===== src/rtl/sb_pkg.sv =====
// Shared types and constants for the store buffer.
package sb_pkg;

    localparam int unsigned SB_DEPTH = 4;
    localparam int unsigned SB_AW    = 32;
    localparam int unsigned SB_DW    = 32;

    // Per-entry lifecycle
    typedef enum logic [1:0] {
        ENT_FREE = 2'd0,
        ENT_PEND = 2'd1,
        ENT_CMT  = 2'd2
    } ent_st_e;

    // Memory drain handshake
    typedef enum logic {
        DR_IDLE  = 1'b0,
        DR_WRITE = 1'b1
    } drain_st_e;

    // Pointer width for a ring of the given depth (at least one bit)
    function automatic int unsigned ptr_w(input int unsigned depth);
        return (depth > 1) ? $clog2(depth) : 1;
    endfunction

endpackage


===== src/rtl/sb_fwd_match.sv =====
// Youngest-match store-to-load forwarding lookup over the ring.
module sb_fwd_match
    import sb_pkg::*;
#(
    parameter int unsigned DEPTH = SB_DEPTH,
    parameter int unsigned WAW   = SB_AW - 2,
    parameter int unsigned DW    = SB_DW,
    parameter int unsigned PW    = ptr_w(SB_DEPTH)
) (
    input  logic                      lookup_en,
    input  logic [WAW-1:0]            ld_waddr,
    input  logic [DEPTH-1:0]          ent_valid,
    input  logic [DEPTH-1:0][WAW-1:0] ent_waddr,
    input  logic [DEPTH-1:0][DW-1:0]  ent_data,
    input  logic [PW-1:0]             tail,
    output logic                      hit_c,
    output logic [DW-1:0]             data_c
);

    logic [PW-1:0] idx;

    // Walk oldest to youngest starting at tail; the last match seen is the youngest
    always_comb begin
        hit_c  = 1'b0;
        data_c = '0;
        idx    = '0;
        if (lookup_en) begin
            for (int unsigned k = 0; k < DEPTH; k++) begin
                idx = tail + PW'(k);
                if (ent_valid[idx] && (ent_waddr[idx] == ld_waddr)) begin
                    hit_c  = 1'b1;
                    data_c = ent_data[idx];
                end
            end
        end
    end

endmodule


===== src/rtl/store_buffer.sv =====
// In-order store buffer: speculative until commit, drained to memory over req/ack,
// with combinational store-to-load forwarding and flush of uncommitted entries.
module store_buffer
    import sb_pkg::*;
#(
    parameter int unsigned DEPTH = SB_DEPTH,
    parameter int unsigned AW    = SB_AW,
    parameter int unsigned DW    = SB_DW
) (
    input  logic                    clk,
    input  logic                    rst_n,
    input  logic                    WE_AG,
    input  logic [AW-1:0]           StrAddr_AG,
    input  logic [DW-1:0]           store_data_AG,
    output logic                    sb_full,
    output logic                    sb_ovf,
    input  logic                    commit_i,
    input  logic                    flush_i,
    output logic                    mem_we,
    output logic [AW-1:0]           mem_addr,
    output logic [DW-1:0]           mem_data,
    input  logic                    mem_ack,
    input  logic                    ld_valid,
    input  logic [AW-1:0]           ld_addr,
    output logic                    fwd_hit,
    output logic [DW-1:0]           fwd_data,
    output logic [ptr_w(DEPTH):0]   sb_count
);

    localparam int unsigned PW  = ptr_w(DEPTH);
    localparam int unsigned CW  = PW + 1;
    localparam int unsigned WAW = AW - 2;

    ent_st_e                 st_q [DEPTH];
    ent_st_e                 st_n [DEPTH];
    logic [DEPTH-1:0][AW-1:0] addr_q;
    logic [DEPTH-1:0][DW-1:0] data_q;

    logic [PW-1:0] head_q, cmt_q, tail_q;
    logic [PW-1:0] head_n, cmt_n, tail_n;
    logic [CW-1:0] count_q, count_n;
    logic [CW-1:0] pend_q, pend_n, pend_after;
    logic          full_q, ovf_q;

    drain_st_e     dr_q, dr_n;
    logic          mem_we_q, mem_we_n;
    logic [AW-1:0] mem_addr_q, mem_addr_n;
    logic [DW-1:0] mem_data_q, mem_data_n;
    logic          done;

    logic          enq, cmt_ok;

    logic [DEPTH-1:0]          ent_valid;
    logic [DEPTH-1:0][WAW-1:0] ent_waddr;
    logic                      ld_addr_unused;

    // Enqueue sees the registered full flag; flush takes priority over a new store
    assign enq        = WE_AG && !full_q && !flush_i;
    assign cmt_ok     = commit_i && (pend_q != {CW{1'b0}});
    assign pend_after = pend_q - CW'(cmt_ok);

    // Entry state, pointer and occupancy next-state (commit is applied before flush)
    always_comb begin
        st_n   = st_q;
        head_n = head_q;
        cmt_n  = cmt_q;
        tail_n = tail_q;
        if (enq) begin
            st_n[tail_q] = ENT_PEND;
            tail_n       = tail_q + PW'(1);
        end
        if (cmt_ok) begin
            st_n[cmt_q] = ENT_CMT;
            cmt_n       = cmt_q + PW'(1);
        end
        if (flush_i) begin
            for (int unsigned i = 0; i < DEPTH; i++) begin
                if (st_n[i] == ENT_PEND) begin
                    st_n[i] = ENT_FREE;
                end
            end
            tail_n = cmt_n;
        end
        if (done) begin
            st_n[head_q] = ENT_FREE;
            head_n       = head_q + PW'(1);
        end
        count_n = count_q + CW'(enq) - CW'(done) - (flush_i ? pend_after : {CW{1'b0}});
        pend_n  = flush_i ? {CW{1'b0}} : (pend_after + CW'(enq));
    end

    // Drain FSM next-state and registered memory-port values
    always_comb begin
        dr_n       = dr_q;
        mem_we_n   = mem_we_q;
        mem_addr_n = mem_addr_q;
        mem_data_n = mem_data_q;
        done       = 1'b0;
        case (dr_q)
            DR_IDLE: begin
                // Head entry committed already, or being committed on this edge
                if ((st_q[head_q] == ENT_CMT) || (cmt_ok && (cmt_q == head_q))) begin
                    dr_n       = DR_WRITE;
                    mem_we_n   = 1'b1;
                    mem_addr_n = addr_q[head_q];
                    mem_data_n = data_q[head_q];
                end
            end
            DR_WRITE: begin
                if (mem_ack) begin
                    done     = 1'b1;
                    dr_n     = DR_IDLE;
                    mem_we_n = 1'b0;
                end
            end
            default: begin
                dr_n = DR_IDLE;
            end
        endcase
    end

    // Control and status registers
    always_ff @(posedge clk or negedge rst_n) begin
        if (!rst_n) begin
            for (int unsigned i = 0; i < DEPTH; i++) begin
                st_q[i] <= ENT_FREE;
            end
            head_q     <= '0;
            cmt_q      <= '0;
            tail_q     <= '0;
            count_q    <= '0;
            pend_q     <= '0;
            full_q     <= 1'b0;
            ovf_q      <= 1'b0;
            dr_q       <= DR_IDLE;
            mem_we_q   <= 1'b0;
            mem_addr_q <= '0;
            mem_data_q <= '0;
        end else begin
            st_q       <= st_n;
            head_q     <= head_n;
            cmt_q      <= cmt_n;
            tail_q     <= tail_n;
            count_q    <= count_n;
            pend_q     <= pend_n;
            full_q     <= (count_n == CW'(DEPTH));
            ovf_q      <= WE_AG && full_q && !flush_i;
            dr_q       <= dr_n;
            mem_we_q   <= mem_we_n;
            mem_addr_q <= mem_addr_n;
            mem_data_q <= mem_data_n;
        end
    end

    // Store payload; only read while the owning entry is non-FREE
    always_ff @(posedge clk) begin
        if (enq) begin
            addr_q[tail_q] <= StrAddr_AG;
            data_q[tail_q] <= store_data_AG;
        end
    end

    // Per-entry lookup inputs for forwarding
    always_comb begin
        for (int unsigned i = 0; i < DEPTH; i++) begin
            ent_valid[i] = (st_q[i] != ENT_FREE);
            ent_waddr[i] = addr_q[i][AW-1:2];
        end
    end

    // Forwarding is word granular; byte offset of the load is ignored
    assign ld_addr_unused = ^ld_addr[1:0];

    sb_fwd_match #(
        .DEPTH (DEPTH),
        .WAW   (WAW),
        .DW    (DW),
        .PW    (PW)
    ) u_fwd (
        .lookup_en (ld_valid),
        .ld_waddr  (ld_addr[AW-1:2]),
        .ent_valid (ent_valid),
        .ent_waddr (ent_waddr),
        .ent_data  (data_q),
        .tail      (tail_q),
        .hit_c     (fwd_hit),
        .data_c    (fwd_data)
    );

    assign sb_full  = full_q;
    assign sb_ovf   = ovf_q;
    assign sb_count = count_q;
    assign mem_we   = mem_we_q;
    assign mem_addr = mem_addr_q;
    assign mem_data = mem_data_q;

endmodule


===== config.mk =====
export PLATFORM = sky130hd
export DESIGN_NAME = store_buffer
export DESIGN_NICKNAME = d
export VERILOG_FILES = /design/src/rtl/sb_pkg.sv /design/src/rtl/sb_fwd_match.sv /design/src/rtl/store_buffer.sv
export SDC_FILE = /design/constraint.sdc
export NUM_CORES = 1
export LEC_CHECK = 0
export CAP_MARGIN = 0
export CORE_ASPECT_RATIO = 0.7
export CORE_MARGIN = 8
export CORE_UTILIZATION = 25
export CTS_BUF_LIST = sky130_fd_sc_hd__clkbuf_4 sky130_fd_sc_hd__clkbuf_8 sky130_fd_sc_hd__clkbuf_16
export CTS_CLUSTER_DIAMETER = 120
export CTS_CLUSTER_SIZE = 14
export DETAILED_ROUTE_END_ITERATION = 10
export DONT_BUFFER_PORTS = 1
export PLACE_DENSITY = 0.37
export SYNTH_ARGS = -nofsm -noshare
export SYNTH_HDL_FRONTEND = slang
export SYNTH_SLANG_ARGS = --single-unit

===== constraint.sdc =====
create_clock -name clk -period 12.9 [get_ports clk]
set_clock_uncertainty 0.15 [all_clocks]
set_input_delay 2.58 -clock clk [delete_from_list [all_inputs] [get_ports clk]]
set_output_delay 2.58 -clock clk [all_outputs]
set_load 0.01 [all_outputs]

# Yosys cells after proc, flatten, opt, wreduce, memory -nomap -nowiden
# Index checks and enable logic that the tools add are counted.
classes:
  n_reduce_logical: 25
  n_lt_le_gt_ge: 12
  bitwise: 12
  n_eq_ne: 13
  n_addsub: 10
  muxes: 72
op_table:
  columns: ["operator", "count"]
  rows:
  - ["binary-select mux 32 bit (select 2 bit)", 6]
  - ["2-to-1 mux 32 bit", 12]
  - ["bitwise mux 128 bit", 2]
  - ["binary-select mux 30 bit (select 2 bit)", 4]
  - ["== test 30 bit", 4]
  - ["2-to-1 mux 30 bit", 4]
  - ["demux 32 bit (select 2 bit)", 1]
  - ["2-to-1 mux 8 bit", 4]
  - ["2-to-1 mux 2 bit", 12]
  - ["< comparator 2 x 3 -> 1 bit (second input constant)", 5]
  - ["2-to-1 mux 1 bit", 15]
  - ["logical AND 1 bit", 14]
  - ["demux 2 bit (select 2 bit)", 3]
  - ["nonzero test 2 bit", 5]
  - ["greater-or-equal comparator 3 bit (second input constant)", 3]
  - ["< comparator 3 x 1 -> 1 bit (second input constant)", 3]
  - ["NOT 2 -> 3 bit", 3]
  - ["AND 4 bit", 2]
  - ["AND 8 bit", 1]
  - ["binary-select mux 1 bit (select 2 bit)", 4]
  - ["== test 2 x 1 -> 1 bit (second input constant)", 4]
  - ["NOT 4 bit", 2]
  - ["NOT 8 bit", 1]
  - ["OR 4 bit", 2]
  - ["18 further kinds", 28]
word_totals:
  out_inout_bits: 103
  elab_cells: 167
  reg_bits: 344
  inputBits: 103

# Longest topological paths before layout
depth:
  depth_word: 15
  mapped_depth: 22
  mapped_depth_nobuf: 11

# Modules after synthesis
# A second synthesis with hierarchy kept.
hier_totals:
  hier_cells: 1599
  area_unflattened_um2: 21279.2
by_module_without_submodules:
  columns: ["mod", "seq_area_each_um2", "cells_each", "instances", "area_per_inst_um2"]
  rows:
  - ["store_buffer", 9889.5, 608, 1, 12988.7]
  - ["sb_fwd_match", 0.0, 991, 1, 8290.5]

# Least setup slack after synthesis
# OpenSTA, ideal clock, no wires.
synth_timing:
  path_type: "input -> output"
  from: "in ld_addr[31]"
  to: "out fwd_data[1]"
  path_buffers: 3
  t_required_ns: 10.170
  arrival_ns: 5.117
  path_stages: 12
  path_slack_ns: 5.053
  path_cell_list: "clkbuf_1 > inv_1 > a22oi_1 > nand4_1 > or3_1 > a2111o_1 > or2_0 > buf_6 > a31oi_4 > buf_6 > o211ai_1 > o221a_1"
synth_via:
  elab_chain_len: 7
  elab_cells_between_ends: 13
  classes_between: "eq/ne: 4; mux: 5; reduce/logical: 4"
synth_lines:
  columns: ["element", "line_no", "source"]
  rows:
  - ["start: declaration", "store_buffer.sv:24", "input logic [AW-1:0] ld_addr,"]
  - ["== test 30 bit", "sb_fwd_match.sv:30", "if (ent_valid[idx] && (ent_waddr[idx] == ld_waddr)) begin"]
  - ["logical AND 1 bit", "sb_fwd_match.sv:30", null]
  - ["2-to-1 mux 32 bit (3 in a row)", "sb_fwd_match.sv:30", null]
  - ["2-to-1 mux 32 bit (*)", "sb_fwd_match.sv:30", null]
  - ["2-to-1 mux 32 bit (*)", "sb_fwd_match.sv:27", "if (lookup_en) begin"]
  - ["end: declaration", "store_buffer.sv:26", "output logic [DW-1:0] fwd_data,"]
# Mark *: on every way between the ends. The rest lies on a longest branch, timed or not.

# Worst setup path after layout
layout_timing:
  from: "reg tail_q[0]"
  to: "out fwd_data[2]"
layout_via:
  elab_chain_len: 9
  elab_cells_between_ends: 40
  classes_between: "add/sub: 3; eq/ne: 4; mux: 29; reduce/logical: 4"
layout_lines:
  columns: ["element", "line_no", "source"]
  rows:
  - ["start: declaration", "store_buffer.sv:39", "logic [PW-1:0] head_q, cmt_q, tail_q;"]
  - ["start signal: assignment", "store_buffer.sv:143", "tail_q <= tail_n;"]
  - ["adder 2 x 1 -> 2 bit or binary-select mux 30 bit (select 2 bit) (tied branches)", "sb_fwd_match.sv:29, sb_fwd_match.sv:30", null]
  - ["binary-select mux 30 bit (select 2 bit) or 2-to-1 mux 30 bit (tied branches)", "sb_fwd_match.sv:30", null]
  - ["2-to-1 mux 30 bit (not written as such) or == test 30 bit (tied branches)", "sb_fwd_match.sv:30", null]
  - ["== test 30 bit or logical AND 1 bit (tied branches)", "sb_fwd_match.sv:30", null]
  - ["logical AND 1 bit or 2-to-1 mux 32 bit (tied branches)", "sb_fwd_match.sv:30", null]
  - ["2-to-1 mux 32 bit (2 in a row)", "sb_fwd_match.sv:30", null]
  - ["2-to-1 mux 32 bit (*)", "sb_fwd_match.sv:30", null]
  - ["2-to-1 mux 32 bit (*)", "sb_fwd_match.sv:27", null]
# Mark *: on every way between the ends. The rest lies on a longest branch, timed or not. The select of a mux whose other input is x is not followed.

==> results.toml <==
[outcome]
status = "finished, final reports clean"

[final_layout]
area_delta_synth_final_pct = 7.48
seqCellArea_um2 = 9900
fin_cells = 2528
layout-drive-gt1-share_pct = 25.0
final_common_cell = "edfxtp_1"
fin_area_um2 = 23300
multi_input_area_um2 = 10800
layout_common_cells = "edfxtp_1, mux4_2, mux2i_1"
nets = 1476
fillCellCount = 8779

[sta]
rsz0062_at_grt = "no"
hold_violations = 0
tightestPinTransition_ps = 1010
slew_headroom_pct = 32.7
slew_viol_final = 0
fin_crit_sh_pct = 76.3
setup_viol = 0
fmax_ghz = 0.102
fin_setup_tns_ps = 0
min_period_ps = 9840

[hold_path]
min_path_type = "reg -> reg"

[place]
placed_cell_area_um2 = 22400
port_buffers = 0
placed_cells = 2473
gp_congestion = 0.840
place_hpwl_um = 50000

[synth]
syn_nets = 1550
syn_area_um2 = 21700
synth.largest_area_cell = "edfxtp_1"
synth_top_flop_cell = "edfxtp_1"
synth-edff-count = 256
ys_top_cells_by_area = "edfxtp_1, mux4_2, dfrtp_1, mux2i_1, mux4_1"
yosysTopAreaCellShare_pct = 35.4
ys_ff_latch = 344
ys_async_sr_fraction_pct = 25.6
netlist_instances = 1427
yosysUniqueCellTypes = 76
synth_seq_area_share_pct = 45.6
yosys_warnings = 0
avgSynthCellArea_um2 = 15.2

[drt]
ant_nets = 0
vias = 13500
drtPass1Iterations = 6
vias_per_cell = 5.33
avgRoutedWirePerCell_um = 29.7
totalWireLength_um = 75000
initialDrtViolationCount = 1170
drcViolationCount = 0

[floorplanning]
die_h_um = 263
start_util_pct = 25.2
dieArea_um2 = 96700
chipWidth_um = 368
ioPinCount = 206
core_area_um2 = 86100
core.rowCount = 90

[clocking]
cts_tree = "yes"
clk_latency_ps = 600
path_clk_slew_ps = 70
cts_resized = 0
cts_buffers = 28
h-tree-depth = 1
post_cts_buffers = 0
cts_root_buffer = "clkbuf_16"
cts_buffer_depth = 3
postCtsHoldBufs = 0
cts.sinks = 344

[worst_setup_path]
cp_data_required_time_ps = 10170
cp_max_fo = 36
path_class = "reg -> out"
critPathCaptureType = "output pin"
cp-start-kind = "register"
critPathArrivalTime_ps = 7110

[pwr]
comb_power_share_pct = 51.6
switching_share_pct = 40.0
p_per_area_nw_per_um2 = 233
p_leak_uw = 0.00765
power.share.sequential_pct = 31.8
power.share.clock_pct = 16.5
switchingPower_uw = 2180
p_int_uw = 3260
peakVddDrop_mv = 0.113

[run]
drv_cap = 0

[global_route]
antenna_found_initial = 4
grt_start_max_net_pins = 113
grt_use_total_pct = 15.0
grt_pass1_wl_um = 108000
grt_pass1_vias = 13600
grt-ovfl-total = 0
[cell type report]
type                            count  area share (%)
Antenna cell                        3          0.0322
Clock buffer                       50            3.79
Clock inverter                      2          0.0429
Inverter                           26           0.461
Multi-Input combinational cell    930            46.3
Sequential cell                   344            42.5
Tap cell                         1150            6.17
Timing Repair Buffer               23           0.794
[power by group through the flow]
stage / Clock [uW] / Sequential (uW) / Combinational (uW)
after detailed placement: 0 / 1770 / 2840
final: 900 / 1730 / 2810
after CTS: 947 / 1750 / 2850
after global placement: 0 / 1770 / 2830
after global routing: 977 / 1780 / 3040
after floorplan: 0 / 1610 / 2320
[routing by layer]
layer	vias to the layer above	global-route usage (%)	part of all wire (%)
li1	5708	-	-
met2	384	22.3	43
met5	-	0	0.036
met3	71	4.92	8.2
met4	4	2.24	1.5
met1	7309	21.6	47
[worst max-delay path, stage by stage (launching register included)]
cell and delay (ps):
dfrtp_4 790, inv_2 440, ha_4 810, buf_4 470, mux4_2 560, xnor2_1 540
nand4_1 240, nor4_1 560, nand4_2 350, a31oi_4 780, buf_4 440, nor2_1 90
o221a_1 360
[Yosys cell counts (33+ instances only)]
library cell / number
nor2_1: 59
edfxtp_1: 256
mux4_1: 40
mux2i_1: 144
dfrtp_1: 88
o211ai_1: 36
nand3_1: 33
mux2_2: 75
mux4_2: 158
xnor2_1: 68
clkbuf_1: 38
xor2_1: 38
[through the flow]
step	utilization [%]	hold WS [ps]	power (uW)	setup WS, ps
global route	27.1	465	5790	2710
floorplan	-	331	3930	5050
CTS	27.1	444	5550	2960
global placement	26.0	417	4590	3650
detailed placement	26.0	425	4610	3650
finish	27.1	432	5440	3060
[path summary, 6_finish.rpt]
kind	startpoint	end	depth (start not counted)	slack, ps
setup / recovery	tail_q[0]	fwd_data[2]	12	3060
hold / removal	dr_q	dr_q	2	430
setup reg to reg	tail_q[0]	st_q[4]	7	9280
hold reg to reg	dr_q	dr_q	2	430
max in group asynchronous	rst_n	mem_data[10]	0	10890
min in group asynchronous	rst_n	mem_addr[18]	0	1520
[logic make-up after synthesis]
group	Yosys count	share of synthesized area (%)
mux	426	32.8
flops	344	45.6
xor+xnor	106	4.28
compound gates	186	6.69
simple gates	192	4.60
buf+inv	153	4.85
fa+ha+maj	20	1.22
[registers in the layout, indices dropped and copies added, names as in the netlist]
| register | cells |
|---|---|
| addr_q | 128 |
| data_q | 128 |
| mem_addr | 32 |
| mem_data | 32 |
| st_q | 8 |
| pend_q | 3 |
| sb_count | 3 |
| cmt_q | 2 |
| head_q | 2 |
| tail_q | 2 |
| dr_q | 1 |
| mem_we | 1 |
| sb_full | 1 |
| sb_ovf | 1 |
Note: power is estimated with default switching activity, not from simulation.
